==> src/rtl/vga_hvsync_generator_pkg.sv <==
// Shared VGA 640x480@60 timing constants, derived totals/sync windows and the position type.
package vga_timing_pkg;

    localparam int unsigned VGA_H_DISPLAY = 640;
    localparam int unsigned VGA_H_FRONT   = 16;
    localparam int unsigned VGA_H_SYNC    = 96;
    localparam int unsigned VGA_H_BACK    = 48;
    localparam int unsigned VGA_V_DISPLAY = 480;
    localparam int unsigned VGA_V_BOTTOM  = 10;
    localparam int unsigned VGA_V_SYNC    = 2;
    localparam int unsigned VGA_V_TOP     = 33;

    localparam int unsigned VGA_H_TOTAL =
        VGA_H_DISPLAY + VGA_H_FRONT + VGA_H_SYNC + VGA_H_BACK;
    localparam int unsigned VGA_V_TOTAL =
        VGA_V_DISPLAY + VGA_V_BOTTOM + VGA_V_SYNC + VGA_V_TOP;

    localparam int unsigned VGA_H_SYNC_START = VGA_H_DISPLAY + VGA_H_FRONT;
    localparam int unsigned VGA_H_SYNC_END   = VGA_H_DISPLAY + VGA_H_FRONT + VGA_H_SYNC - 1;
    localparam int unsigned VGA_V_SYNC_START = VGA_V_DISPLAY + VGA_V_BOTTOM;
    localparam int unsigned VGA_V_SYNC_END   = VGA_V_DISPLAY + VGA_V_BOTTOM + VGA_V_SYNC - 1;

    // Fixed 10-bit beam coordinate; totals above 1024 are not supported.
    typedef logic [9:0] pos_t;

    function automatic logic in_window(pos_t p, pos_t lo, pos_t hi);
        return (p >= lo) && (p <= hi);
    endfunction

endpackage

==> src/rtl/vga_hvsync_generator_if.sv <==
// Raster timing bundle: syncs, visible flag and beam position.
interface vga_hvsync_generator_if;
    import vga_timing_pkg::*;

    logic hsync;
    logic vsync;
    logic display_on;
    pos_t hpos;
    pos_t vpos;

    modport master (output hsync, vsync, display_on, hpos, vpos);
    modport slave  (input  hsync, vsync, display_on, hpos, vpos);

endinterface

==> src/rtl/vga_hvsync_generator.sv <==
// VGA raster counters with syncs registered from next-state counters (zero latency to hpos/vpos).
// Sync polarity: active-low by default, active-high when HVSYNC_POS_POLARITY_EN is defined.
module vga_hvsync_generator
    import vga_timing_pkg::*;
#(
    parameter int unsigned H_DISPLAY = VGA_H_DISPLAY,
    parameter int unsigned H_FRONT   = VGA_H_FRONT,
    parameter int unsigned H_SYNC    = VGA_H_SYNC,
    parameter int unsigned H_BACK    = VGA_H_BACK,
    parameter int unsigned V_DISPLAY = VGA_V_DISPLAY,
    parameter int unsigned V_BOTTOM  = VGA_V_BOTTOM,
    parameter int unsigned V_SYNC    = VGA_V_SYNC,
    parameter int unsigned V_TOP     = VGA_V_TOP
) (
    input  logic                   clk,
    input  logic                   rst_n,
    vga_hvsync_generator_if.master vga
);

    localparam pos_t H_LAST   = pos_t'(H_DISPLAY + H_FRONT + H_SYNC + H_BACK - 1);
    localparam pos_t V_LAST   = pos_t'(V_DISPLAY + V_BOTTOM + V_SYNC + V_TOP - 1);
    localparam pos_t HS_START = pos_t'(H_DISPLAY + H_FRONT);
    localparam pos_t HS_END   = pos_t'(H_DISPLAY + H_FRONT + H_SYNC - 1);
    localparam pos_t VS_START = pos_t'(V_DISPLAY + V_BOTTOM);
    localparam pos_t VS_END   = pos_t'(V_DISPLAY + V_BOTTOM + V_SYNC - 1);
    localparam pos_t H_VIS    = pos_t'(H_DISPLAY);
    localparam pos_t V_VIS    = pos_t'(V_DISPLAY);

`ifdef HVSYNC_POS_POLARITY_EN
    localparam logic SYNC_ON = 1'b1;
`else
    localparam logic SYNC_ON = 1'b0;
`endif
    localparam logic SYNC_OFF = ~SYNC_ON;

    pos_t hpos_q, hpos_d;
    pos_t vpos_q, vpos_d;
    logic hsync_q, hsync_d;
    logic vsync_q, vsync_d;
    logic h_wrap;

    always_comb begin
        h_wrap = (hpos_q == H_LAST);
        hpos_d = h_wrap ? '0 : hpos_q + 1'b1;
        vpos_d = vpos_q;
        if (h_wrap) begin
            vpos_d = (vpos_q == V_LAST) ? '0 : vpos_q + 1'b1;
        end
        // Decode from the next-state counters so syncs line up with the position they describe.
        hsync_d = in_window(hpos_d, HS_START, HS_END) ? SYNC_ON : SYNC_OFF;
        vsync_d = in_window(vpos_d, VS_START, VS_END) ? SYNC_ON : SYNC_OFF;
    end

    always_ff @(posedge clk or negedge rst_n) begin
        if (!rst_n) begin
            hpos_q  <= '0;
            vpos_q  <= '0;
            hsync_q <= SYNC_OFF;
            vsync_q <= SYNC_OFF;
        end else begin
            hpos_q  <= hpos_d;
            vpos_q  <= vpos_d;
            hsync_q <= hsync_d;
            vsync_q <= vsync_d;
        end
    end

    assign vga.hpos       = hpos_q;
    assign vga.vpos       = vpos_q;
    assign vga.hsync      = hsync_q;
    assign vga.vsync      = vsync_q;
    assign vga.display_on = (hpos_q < H_VIS) && (vpos_q < V_VIS);

endmodule

==> src/flat_wrapper.sv <==
// flat-port wrapper written by rule: the top's interface ports become plain ports
module vga_hvsync_generator_flat import vga_timing_pkg::*;
#(
    parameter int unsigned H_DISPLAY = VGA_H_DISPLAY,
    parameter int unsigned H_FRONT   = VGA_H_FRONT,
    parameter int unsigned H_SYNC    = VGA_H_SYNC,
    parameter int unsigned H_BACK    = VGA_H_BACK,
    parameter int unsigned V_DISPLAY = VGA_V_DISPLAY,
    parameter int unsigned V_BOTTOM  = VGA_V_BOTTOM,
    parameter int unsigned V_SYNC    = VGA_V_SYNC,
    parameter int unsigned V_TOP     = VGA_V_TOP
)
  (clk, rst_n, vga_hsync, vga_vsync, vga_display_on, vga_hpos, vga_vpos);
  vga_hvsync_generator_if vga_i ();
  input  logic clk;
  input  logic rst_n;
  output wire logic [$bits(vga_i.hsync)-1:0] vga_hsync;
  output wire logic [$bits(vga_i.vsync)-1:0] vga_vsync;
  output wire logic [$bits(vga_i.display_on)-1:0] vga_display_on;
  output wire logic [$bits(vga_i.hpos)-1:0] vga_hpos;
  output wire logic [$bits(vga_i.vpos)-1:0] vga_vpos;
  assign vga_hsync = vga_i.hsync;
  assign vga_vsync = vga_i.vsync;
  assign vga_display_on = vga_i.display_on;
  assign vga_hpos = vga_i.hpos;
  assign vga_vpos = vga_i.vpos;
  vga_hvsync_generator #(.H_DISPLAY(H_DISPLAY), .H_FRONT(H_FRONT), .H_SYNC(H_SYNC), .H_BACK(H_BACK), .V_DISPLAY(V_DISPLAY), .V_BOTTOM(V_BOTTOM), .V_SYNC(V_SYNC), .V_TOP(V_TOP)) u_core (.clk(clk), .rst_n(rst_n), .vga(vga_i));
endmodule
==> config.mk <==
export PLATFORM = sky130hd
export DESIGN_NAME = vga_hvsync_generator_flat
export DESIGN_NICKNAME = d
export VERILOG_FILES = /design/src/rtl/vga_hvsync_generator_pkg.sv /design/src/rtl/vga_hvsync_generator_if.sv /design/src/rtl/vga_hvsync_generator.sv /design/src/flat_wrapper.sv
export SDC_FILE = /design/constraint.sdc
export NUM_CORES = 1
export LEC_CHECK = 0
export BUFFER_PORTS_ARGS = -buffer_cell sky130_fd_sc_hd__buf_2
export CAP_MARGIN = 0
export CELL_PAD_IN_SITES_DETAIL_PLACEMENT = 0
export CELL_PAD_IN_SITES_GLOBAL_PLACEMENT = 1
export CORE_MARGIN = 5
export CORE_UTILIZATION = 46
export CTS_BUF_LIST = sky130_fd_sc_hd__clkbuf_8
export DETAILED_ROUTE_END_ITERATION = 8
export GPL_TIMING_DRIVEN = 0
export PLACE_DENSITY = 0.9
export SETUP_SLACK_MARGIN = 0.3
export SYNTH_ARGS = -nofsm -noshare
export SYNTH_HDL_FRONTEND = slang
export SYNTH_SLANG_ARGS = --single-unit
==> constraint.sdc <==
create_clock -name clk -period 5.9 [get_ports clk]
set_input_delay 0 -clock clk [delete_from_list [all_inputs] [get_ports clk]]
set_output_delay 0 -clock clk [all_outputs]
set_load 0.1 [all_outputs]
* After elaboration in Yosys (flattened, before gate mapping)
Cells that the tools add are included.
** Word-level totals
- Register bits after elaboration :: 22
- Input bits :: 2
- Output and inout bits :: 23
- Word-level logic and storage cells :: 22
** Cells by class
- $add $sub $neg :: 2
- Magnitude comparators :: 6
- Equal/unequal tests :: 2
- Mux-type cells :: 5
- Reductions and logical operators :: 3
** Operators with widths (count)
- two-way mux 10 bit :: 3
- adder 10 x 1 -> 10 bit, second input constant :: 2
- equality test 10 bit, second input constant :: 2
- greater-or-equal comparator 10 bit, second input constant :: 1
- greater-or-equal comparator 10 x 9 -> 1 bit, second input constant :: 1
- less-or-equal comparator 10 bit, second input constant :: 1
- less-or-equal comparator 10 x 9 -> 1 bit, second input constant :: 1
- < comparator 10 bit, second input constant :: 1
- < comparator 10 x 9 -> 1 bit, second input constant :: 1
- logical AND 1 bit :: 3
- two-way mux 1 bit :: 2

* Depth between registers and ports, before layout
- Depth after elaboration :: 6
- Depth in mapped cells :: 7
- Mapped depth without buffers :: 7

* Worst setup path after synthesis
Ideal clock, no wire load.
- Path type :: reg-to-reg
- Start :: register u_core.hpos_q[0] (netlist: u_core.vga.hpos[0])
- End :: register u_core.vsync_q (netlist: u_core.vga.vsync)
- Setup time :: 0.091 ns
- Arrival :: 2.755 ns
- Required time :: 5.809 ns
- Slack :: 3.054 ns
- Cell stages (with the launch flop) :: 8
- Path buffers :: 1
- Clock period less this slack :: 2.846 ns
- Cells stage by stage :: dfrtp_1 -> ha_1 -> nand4_1 -> clkbuf_1 -> or4_4 -> nor4_4 -> o22ai_1 -> nand4b_1
** Between the ends
- Word-level cells in the longest chain between the ends :: 5
- Elaborated cells on any way between the ends :: 6
- Those cells by class :: order compare (2); eq/ne (1); mux (2); reduce/logical (1)
** Ends and longest elaborated chain
- start, declared :: RTL line vga_hvsync_generator.sv:36 : pos_t hpos_q, hpos_d;
- start signal, assigned :: RTL line vga_hvsync_generator.sv:61 : hpos_q <= hpos_d;
- equality test 10 bit (*) :: RTL line vga_hvsync_generator.sv:43 : h_wrap = (hpos_q == H_LAST);
- two-way mux 10 bit (*) :: RTL line vga_hvsync_generator.sv:46 : if (h_wrap) begin
- greater-or-equal comparator 10 x 9 -> 1 bit or less-or-equal comparator 10 x 9 -> 1 bit (tied branches) :: RTL line vga_hvsync_generator_pkg.sv:27 : return (p >= lo) && (p <= hi);
- logical AND 1 bit (*) :: RTL line vga_hvsync_generator_pkg.sv:27
- two-way mux 1 bit (*) :: RTL line vga_hvsync_generator.sv:51 : vsync_d = in_window(vpos_d, VS_START, VS_END) ? SYNC_ON : SYNC_OFF;
- net u_core.vsync_d :: RTL line vga_hvsync_generator.sv:39 : logic vsync_q, vsync_d;
- end signal, assigned :: RTL line vga_hvsync_generator.sv:64 : vsync_q <= vsync_d;
- end, declared :: RTL line vga_hvsync_generator.sv:39
The timed path passes the listed nets; every way through them passes the cells marked *.

* Final worst setup path
Same ends and word-level chain as after synthesis.

==> results_dict.tcl <==
set metrics [dict create \
    sink_count_of_the_clock_tree 22 \
    fin_util 0.557 \
    post_synth_main_area_contributors "dfrtp_1 39%, nand2_1 5.2%, dfstp_2 4.1%, xnor2_1 4.1%, ha_1 3.9%" \
    synth_seq_area_share 0.426 \
    gp_routability_congestion 0.844 \
    clkSlewWorstSetupHoldPaths_ps 80 \
    drtAntennaViolNets 0 \
    cts_buffers 3 \
    avgViaCountPerCell 5.69 \
    period_needed_ps 2610 \
    timing.final.hold_violations 0 \
    buffer_ports.inserted 24 \
    max_cap_viol_count 0 \
    slew_worst_pin_ps 861 \
    insertedDiodeCount 0 \
    crit_slowest_cell "nor3_1" \
    die_area_sq_um 3980 \
    synth_enable_flop_cells 0 \
    dpl-instance-area_sq_um 1460 \
    drt_pass1_iterations 4 \
    finalClockSkew_ps 3.41 \
    type_of_element_launching_the_critical_path "flop" \
    power_mw 0.261 \
    slew_violations 0 \
    power_per_cell_area_nw_per_um2 172 \
    via_count 1137 \
    critPathTopFamily "simple AND/OR/NAND/NOR gates" \
    die-width_um 63.1 \
    worst-endpoint-required_ps 6080 \
    count_of_unresolved_drc_violations_after_routing 0 \
    yosys_warnings 0 \
    cts-resized-gates 0 \
    synth_top_area_cell "dfrtp_1" \
    drt_wl_cell_um 14.4 \
    reg2reg_slack_ps 3290 \
    ir_drop_mv 0.143 \
    worstHoldPathType "input port to asynchronous set/reset pin" \
    num_rows 19 \
    die_height_um 63.1 \
    final.setup.tns_ps 0 \
    layout_overhead_on_the_synthesized_area_pct 17.3 \
    asyncSetResetFlopFracSynth 1.00 \
    postSynthRegisterBits 22 \
    worst-r2r-cell-count 7 \
    design.final.nets 176 \
    grt-ovfl-total 0 \
    timing.rr.start "u_core.vga.hpos[0]" \
    setup-violations-final 0 \
    relSlewSlack 0.422 \
    pre_cts_ws_ps 3300 \
    layout_setup_ws_ps 3290 \
    worstSetupEndpointType "flop" \
    synthFlopType "dfrtp_1" \
    holdBufCountCts 1 \
    post_synth.cell_area_avg_sq_um 9.27 \
    postSynthNetCount 146 \
    achievable-frequency_mhz 383 \
    p_leak_nw 0.671 \
    critical_path_cell_list "ha_1 -> nand4_1 -> clkbuf_1 -> nor3_1 -> o21ai_0 -> a211oi_1 -> nand4b_1" \
    synth_cell_types 38 \
    layout.cell_area.non_filler_sq_um 1520 \
    max-clock-path-buffers 2 \
    critPathMaxFanout 10 \
    initial_core_util 0.475 \
    worstReg2RegEnd "u_core.vga.vsync" \
    cts_setup_buffers 0 \
    mostFrequentLayoutCells "26 x buf_2, 20 x dfrtp_1, 18 x nand2_1" \
    post_route_cells_drive_above_1_share 0.231 \
    drt-initial-drc-count 43 \
    timing.final.crit_share 0.442 \
    top_level_ports 25 \
    yosys.area.top_type_share 0.386 \
    syn_area_sq_um 1300 \
    groute.usage.overall 0.159 \
    layout_commonest_cell "buf_2" \
    place_inst 195 \
    clk_latency_ps 260 \
    layoutNonFillerInstCount 200 \
    grt_pass1_vias 1129 \
    critical-path-max-stage-delay_ps 760 \
    detail_route.wirelength_um 2890 \
    wire_length_of_the_first_global_routing_pass_um 5170 \
    critical_path_buf_inv_count 1 \
    grt_start_max_net_pins 23 \
    synthCells 140 \
    cts_root_buf "clkbuf_8" \
    cts_tree "done" \
    dp_hpwl_um 2110 \
    initial_antenna_violation_count 0 \
    smallest_hold_slack_ps 232 \
    core_area_sq_um 2730 \
    grt_setup_unrepaired "false" \
    worstPathArrival_ps 2790 \
    critPathKind "flop to flop" \
    result_of_the_run "finished clean" \
    cts-htree-levels 1 \
]
-- layer usage --
layer	share of wire	global-route usage	up-vias	routed length, um
met4	0.026	0.0822	0	76
met5	0	0	-	0
met3	0.045	0.0284	9	131
li1	-	-	552	-
met2	0.49	0.255	31	1430
met1	0.43	0.202	545	1250
-- flip-flops by register name, indices dropped and copies added (netlist names) --
signal / cells
u_core.vga.hpos: 10
u_core.vga.vpos: 10
u_core.vga.hsync: 1
u_core.vga.vsync: 1
-- worst register-to-register path, cell delays in order, from the launching register on --
cell and delay, ps:
dfrtp_1 440, ha_1 250, nand4_1 120, clkbuf_1 240, nor3_1 760, o21ai_0 280, a211oi_1 320, nand4b_1 130
-- cell families (layout without fill, tap and decap cells) --
logic type      after synthesis  after routing  synth area share
mux                           3              3            0.0251
buf+inv                      16             45            0.0482
flops                        22             22             0.426
xor+xnor                     10             10            0.0675
compound gates               25             25             0.124
simple gates                 60             60             0.270
fa+ha+maj                     4              4            0.0386
-- how the worst max path moves through the flow --
stage,to,slack (ps),cells past startpoint,from
after global routing,u_core.vga.vsync,3040,7,u_core.vga.hpos[0]
after floorplan,u_core.vga.vsync,3050,7,u_core.vga.hpos[0]
after global placement,u_core.vga.vsync,3370,7,u_core.vga.hpos[0]
final,u_core.vga.vsync,3290,7,u_core.vga.hpos[0]
after detailed placement,u_core.vga.vsync,3300,7,u_core.vga.hpos[0]
after CTS,u_core.vga.vsync,3270,7,u_core.vga.hpos[0]
-- Yosys cell counts (all sizes together) (4+ instances only) --
master and n:
clkbuf 6, dfrtp 20, ha 4, inv 8
nand2 18, nand3 6, nand4 4, nor2 8
nor4 5, o21ai 10, xnor2 6, xor2 4
-- area by class of cell --
cell class | instances | area, sq um
well taps | 31 | 38.8
flip-flops and latches | 22 | 553
multi-input cells | 102 | 682
repair buffers | 25 | 130
clock buffers | 4 | 55.1
plain buffers | 8 | 32.5
inverters | 8 | 30.0
fillers | 259 | 1210
-- power breakdown --
| group | leakage [nW] | switching (mW) | internal [mW] |
|---|---|---|---|
| Combinational | 0.356 | 0.00295 | 0.000667 |
| Clock | 0.0288 | 0.0476 | 0.0595 |
| Sequential | 0.286 | 0 | 0.151 |
| Total | 0.671 | 0.0506 | 0.211 |
No activity file was read; power rests on OpenSTA's default activity.
